**src/rtl/arc4_phase_sched.sv**
```systemverilog
// ARC4 phase sequencer: runs init -> ksa -> prga on one start request,
// owns the shared S-memory port and aborts a stuck phase via a watchdog.
module arc4_phase_sched #(
    parameter int ADDR_W  = 8,
    parameter int DATA_W  = 8,
    parameter int TIMEOUT = 8192
) (
    input  logic              clk,
    input  logic              rst,
    input  logic              en,
    output logic              rdy,
    output logic              err,
    output logic [1:0]        phase,
    output logic              init_en,
    output logic              ksa_en,
    output logic              prga_en,
    input  logic              init_rdy,
    input  logic              ksa_rdy,
    input  logic              prga_rdy,
    input  logic [ADDR_W-1:0] init_addr,
    input  logic [ADDR_W-1:0] ksa_addr,
    input  logic [ADDR_W-1:0] prga_addr,
    input  logic [DATA_W-1:0] init_wrdata,
    input  logic [DATA_W-1:0] ksa_wrdata,
    input  logic [DATA_W-1:0] prga_wrdata,
    input  logic              init_wren,
    input  logic              ksa_wren,
    input  logic              prga_wren,
    output logic [ADDR_W-1:0] s_addr,
    output logic [DATA_W-1:0] s_wrdata,
    output logic              s_wren
);

    localparam int WD_W = $clog2(TIMEOUT) + 1;
    localparam logic [WD_W-1:0] WD_LAST = WD_W'(TIMEOUT - 1);

    typedef enum logic [2:0] {
        S_IDLE,
        S_INIT_REQ,
        S_INIT_RUN,
        S_KSA_REQ,
        S_KSA_RUN,
        S_PRGA_REQ,
        S_PRGA_RUN
    } state_t;

    state_t          state, state_n;
    logic            err_n;
    logic            busy_seen, busy_seen_n;
    logic [WD_W-1:0] wdog, wdog_n, wdog_inc;
    logic            sel_rdy, is_req, is_run, done, timeout;

    // State register; reset aborts any phase without touching the stages.
    always_ff @(posedge clk) begin
        if (rst) begin
            state     <= S_IDLE;
            err       <= 1'b0;
            busy_seen <= 1'b0;
            wdog      <= '0;
        end else begin
            state     <= state_n;
            err       <= err_n;
            busy_seen <= busy_seen_n;
            wdog      <= wdog_n;
        end
    end

    // Next-state, handshake pulses, watchdog and phase decode.
    always_comb begin
        state_n     = state;
        err_n       = err;
        busy_seen_n = busy_seen;
        wdog_n      = wdog;
        phase       = 2'd0;
        is_req      = 1'b0;
        is_run      = 1'b0;
        init_en     = 1'b0;
        ksa_en      = 1'b0;
        prga_en     = 1'b0;

        unique case (state)
            S_INIT_REQ: begin phase = 2'd1; is_req = 1'b1; init_en = init_rdy; end
            S_INIT_RUN: begin phase = 2'd1; is_run = 1'b1; end
            S_KSA_REQ:  begin phase = 2'd2; is_req = 1'b1; ksa_en  = ksa_rdy;  end
            S_KSA_RUN:  begin phase = 2'd2; is_run = 1'b1; end
            S_PRGA_REQ: begin phase = 2'd3; is_req = 1'b1; prga_en = prga_rdy; end
            S_PRGA_RUN: begin phase = 2'd3; is_run = 1'b1; end
            default:    phase = 2'd0;
        endcase

        rdy = (state == S_IDLE);

        unique case (phase)
            2'd1:    sel_rdy = init_rdy;
            2'd2:    sel_rdy = ksa_rdy;
            2'd3:    sel_rdy = prga_rdy;
            default: sel_rdy = 1'b0;
        endcase

        // A stage must be seen busy before its rdy counts as completion.
        done     = is_run && busy_seen && sel_rdy;
        timeout  = (is_req || is_run) && (wdog == WD_LAST) && !done;
        wdog_inc = (wdog == '1) ? wdog : wdog + 1'b1;

        if (state == S_IDLE) begin
            if (en) begin
                state_n = S_INIT_REQ;
                err_n   = 1'b0;
            end
        end else if (done) begin
            wdog_n = wdog_inc;
            unique case (state)
                S_INIT_RUN: state_n = S_KSA_REQ;
                S_KSA_RUN:  state_n = S_PRGA_REQ;
                default:    state_n = S_IDLE;
            endcase
        end else if (timeout) begin
            wdog_n  = wdog_inc;
            err_n   = 1'b1;
            state_n = S_IDLE;
        end else begin
            wdog_n = wdog_inc;
            if (is_req && sel_rdy) begin
                busy_seen_n = 1'b0;
                unique case (state)
                    S_INIT_REQ: state_n = S_INIT_RUN;
                    S_KSA_REQ:  state_n = S_KSA_RUN;
                    default:    state_n = S_PRGA_RUN;
                endcase
            end else if (is_run && !sel_rdy) begin
                busy_seen_n = 1'b1;
            end
        end

        // Every phase gets a fresh watchdog budget covering REQ and RUN.
        if (state_n != state &&
            (state_n == S_INIT_REQ || state_n == S_KSA_REQ || state_n == S_PRGA_REQ))
            wdog_n = '0;
    end

    // Shared S-memory port follows the active phase; idle drives zeros.
    always_comb begin
        s_addr   = '0;
        s_wrdata = '0;
        s_wren   = 1'b0;
        unique case (phase)
            2'd1: begin s_addr = init_addr; s_wrdata = init_wrdata; s_wren = init_wren; end
            2'd2: begin s_addr = ksa_addr;  s_wrdata = ksa_wrdata;  s_wren = ksa_wren;  end
            2'd3: begin s_addr = prga_addr; s_wrdata = prga_wrdata; s_wren = prga_wren; end
            default: ;
        endcase
    end

endmodule

```
**config.mk**
```make
export PLATFORM = sky130hd
export DESIGN_NAME = arc4_phase_sched
export DESIGN_NICKNAME = d
export VERILOG_FILES = /design/src/rtl/arc4_phase_sched.sv
export SDC_FILE = /design/constraint.sdc
export NUM_CORES = 1
export LEC_CHECK = 0
export CAP_MARGIN = 20
export CORE_UTILIZATION = 55
export CTS_BUF_LIST = sky130_fd_sc_hd__clkbuf_2
export DETAILED_ROUTE_END_ITERATION = 8
export DONT_BUFFER_PORTS = 1
export GPL_ROUTABILITY_DRIVEN = 0
export PLACE_DENSITY_LB_ADDON = 0.1
export SLEW_MARGIN = 10
export SYNTH_ARGS = -nofsm -noshare
export SYNTH_HDL_FRONTEND = slang
export SYNTH_SLANG_ARGS = --single-unit
```
**constraint.sdc**
```tcl
create_clock -name clk -period 2.08 [get_ports clk]
set_clock_uncertainty 0.1 [all_clocks]
set_input_delay 0.416 -clock clk [delete_from_list [all_inputs] [get_ports clk]]
set_output_delay 0.416 -clock clk [all_outputs]
set_load 0.1 [all_outputs]
```
==> results of run 1 <==
==> logic make-up after synthesis <==
group / after synthesis / share of synthesized area
AOI/OAI and AO/OA: 43 / 0.187
xor gates and xnor gates: 11 / 0.0674
adders and majority gates: 1 / 0.00876
buffers and inverters: 15 / 0.0482
DFF: 19 / 0.266
muxes: 19 / 0.134
and+or+nand+nor: 79 / 0.289
==> per-stage QoR <==
stage	hold WS [ns]	TNS, ns	cells	setup slack (ns)	util
floorplan	0.362	-0.411	187	-0.165	-
global placement	0.376	0	244	0.164	0.912
detailed placement	0.386	0	244	0.0551	0.912
==> reports/metrics.yaml, run 1 <==
outcome: "stopped before the end"
lastStage: "4_1_cts"
stop_error: "[ERROR DPL-0033] detailed placement checks failed during check placement."
post_cts_buffers: 7
synth_ff_type: "dfxtp_1"
htree_levels: 1
io_pins: 81
cts.sinks: 19
syn-num-nets: 245
syn_area_per_cell_um2: 7.64
synthTopCellsByCount: "28 x nand2_1, 19 x dfxtp_1, 18 x mux2i_1, 15 x nor2_1, 15 x o21ai_0"
synth_cells: 187
cts-root-buf: "clkbuf_2"
ys_seq_area_frac: 0.266
synth_area_leaders: "dfxtp_1 27%, mux2i_1 13%, nand2_1 7.4%, xnor2_1 5.5%, o21ai_0 5.3%"
row_count: 18
synth_area_um2: 1430
die_y_um: 53.0
synth-async-reset-ratio: 0
synth_top_area_share: 0.266
cts_max_path_buffers: 2
ys_warn_count: 0
ctsHoldBuffers: 0
synth_top_area_cell: "dfxtp_1"
die_w_um: 53.0
ys_ff_latch: 19
cts-resized-gates: 20
dpl.hpwl_um: 3780
ys_types: 42
yosysMostFrequentCell: "nand2_1"
initial_core_util: 0.582
cts_buffers: 3
io_buffers: 0
synth-edff-count: 0
place_area_um2: 2240
==> run 2: changes to the inputs <==
CORE_AREA = 2 2 63 65   (was unset)
CORE_UTILIZATION = unset   (was 55)
CTS_BUF_LIST = unset   (was sky130_fd_sc_hd__clkbuf_2)
DIE_AREA = 0 0 65 67   (was unset)
PLACE_DENSITY_LB_ADDON = 0.15   (was 0.1)
==> reports/metrics.yaml, run 2 <==
outcome: "finished clean"
clk_pin_slew_ns: 0.07
synth_ff_type: "dfxtp_1"
coreArea_um2: 3610
htree_levels: 1  # unchanged
final_common_cell: "buf_12"
setup_viol: 0
fin_crit_sh: 0.986
yosys.area_share.xor_xnor: 0.0674  # unchanged
worst-path-stages: 6
grt_start_max_net_pins: 19
timing.setup.tns_ns: 0
clock_latency_ns: 0.26
period_minus_slack_ns: 2.05
grt_remaining_overflow: 0
cts_buffers: 3  # unchanged
vias: 1609
postLayoutCellArea_um2: 2500
n_antenna_cell: 0
synth_top_family_by_area: "simple AND/OR/NAND/NOR gates"
largest_reg_flops: 14
cp-start-kind: "flop"
synth_compound_area_frac: 0.187  # unchanged
final-seq-area_um2: 392
cts_tree: "yes"
rsz0062_at_grt: "true"
worstSetupPathType: "flop to flop"
drtAntennaViolNets: 0
critical-path-max-stage-delay_ns: 0.55
final_hold_viol_count: 0
place_area_um2: 2270  # +1.6%
multi_input_area_um2: 1290
drc: 0
timing.slew.headroom: 0.774
initial_core_util: 0.396  # -0.186
maxCapViolCount: 0
drtIter0Drc: 162
die_w_um: 65  # +23%
syn-num-nets: 245  # unchanged
slew_viol_final: 0
finalWorstSetupSlack_ns: 0.0296
crit_buf_inv: 1
syn_area_per_cell_um2: 7.64  # unchanged
drtPass1Iterations: 4
ys_types: 42  # unchanged
ys_ff_latch: 19  # unchanged
grt_pass1_wl_um: 7090
largest-register: "wdog"
wl_per_cell_um: 16.6
ys_seq_area_frac: 0.266  # unchanged
io_pins: 81  # unchanged
cts_max_path_buffers: 2  # unchanged
cts-root-buf: "clkbuf_8"
dpl_worst_slack_ns: -0.0225  # -0.0776 ns
crit_slowest_cell: "or4_1"
yosysMostFrequentCell: "nand2_1"
synth-async-reset-ratio: 0  # unchanged
vias_per_cell: 5.89
die_y_um: 67  # +26%
cp_max_fo: 6
synth_top_area_cell: "dfxtp_1"
grt_pass1_vias: 1546
r2r_cells: 6
reg_top3: "wdog x14, state x3"
final_layout_size_suffix_gt1_frac: 0.444
reg2reg_from: "state[1]$_SDFF_PP0_"
synth-edff-count: 0  # unchanged
crit_start: "state[1]$_SDFF_PP0_"
synth_top_area_share: 0.266  # unchanged
path_cells: "buf_4, o311a_4, nand3_4, nor4_2, or4_1, a21oi_2"
filler_cell_count: 272
ys_warn_count: 0  # unchanged
max_freq_ghz: 0.488
io_buffers: 0  # unchanged
cts.sinks: 19  # unchanged
synth_area_leaders: "dfxtp_1 27%, mux2i_1 13%, nand2_1 7.4%, xnor2_1 5.5%, o21ai_0 5.3%"
worstHoldPathCells: 1
vdd_ir_drop_max_uv: 357
hold_class: "input port to flop"
synth_cells: 187  # unchanged
synthTopCellsByCount: "28 x nand2_1, 19 x dfxtp_1, 18 x mux2i_1, 15 x nor2_1, 15 x o21ai_0"
ctsHoldBuffers: 0  # unchanged
powerDensity_nw_per_um2: 626
dieArea_um2: 4360
synth_adder_area_share: 0.00876  # unchanged
leakage_nw: 0.809
wl_um: 4530
tightest_slew_ns: 0.336
min_from: "rst"
postLayoutCoreUtil: 0.693
worstPathRequired_ns: 2.16
synth_area_um2: 1430  # unchanged
grt_use_total: 0.206
dpl.hpwl_um: 3300  # -13%
syn_to_final_growth_pct: 75.0
layout.nets: 284
cp-end-kind: "flop"
cp_top_family: "simple AND/OR/NAND/NOR gates"
grt_antenna_before_repair: 0
row_count: 22  # +4
yosys.area_share.simple: 0.289  # unchanged
synthMuxAreaShare: 0.134  # unchanged
worst_ep_arrival_time_ns: 2.13
holdWs_ns: 0.111
final_cell_mix: "27 x buf_12, 18 x nand2_1, 16 x o21ai_4, 16 x dfxtp_1, 14 x buf_4"
## run 2: cell counts after synthesis
Identical to the previous run, type by type.
## run 2: repair_timing
action | 4_1_cts | 5_1_grt
buffers inserted | 3 | 3
resized for setup | 9 | 19
gates cloned | 0 | 1
endpoints found under the setup margin | 19 | 19
pin swaps | 2 | 1
endpoints found under the hold margin | 0 | 0
## run 2: cell type report
cell class / instances / share of cell area
clock inverters: 1 / 0.00200
clock buffers: 3 / 0.0165
well taps: 48 / 0.0240
inverters: 6 / 0.0130
flip-flops and latches: 19 / 0.157
multi-input cells: 153 / 0.515
repair buffers: 43 / 0.273
## run 2: worst reg2reg max path, delay by kind of cell (launching register included)
| family | cells | cell delay (ns) |
|---|---|---|
| compound gates | 2 | 0.56 |
| buf+inv | 1 | 0.17 |
| flops | 1 | 0.40 |
| simple gates | 3 | 0.76 |
## run 2: stage by stage
stage | total power, mW | std cells
2_1_floorplan | 0.991 | 187
3_3_place_gp | 1.25 | 262
3_5_place_dp | 1.26 | 262
4_1_cts | 1.55 | 269
5_1_grt | 1.62 | 273
6_report | 1.57 | 273
## run 2: cell families (layout without fill, tap and decap cells)
family                     Yosys count  after routing
AOI/OAI and AO/OA                   43             43
xor gates and xnor gates            11             11
adders and majority gates            1              1
buffers and inverters               15             53
DFF                                 19             19
muxes                               19             19
and+or+nand+nor                     79             79
## run 2: report_power, final
part	switching (mW)	leakage [nW]	internal, mW
Combinational	0.569	0.628	0.345
Clock	0.126	0.0255	0.133
Sequential	0.0188	0.156	0.373
## run 2: routing by layer
layer  vias up  GRT usage  part of all wire
met5         -          0                 0
met4         0     0.0638             0.016
met3        12     0.0557             0.060
met2        64      0.392              0.54
met1       780      0.219              0.39
li1        753          -                 -
## run 2: worst paths after layout
check                            to  slack [ns]
max             state[1]$_SDFF_PP0_        0.03
min             state[2]$_SDFF_PP0_        0.11
max reg2reg     state[1]$_SDFF_PP0_        0.03
min reg2reg  busy_seen$_SDFFE_PP0P_        0.41
Power figures use the tool's default switching activity.
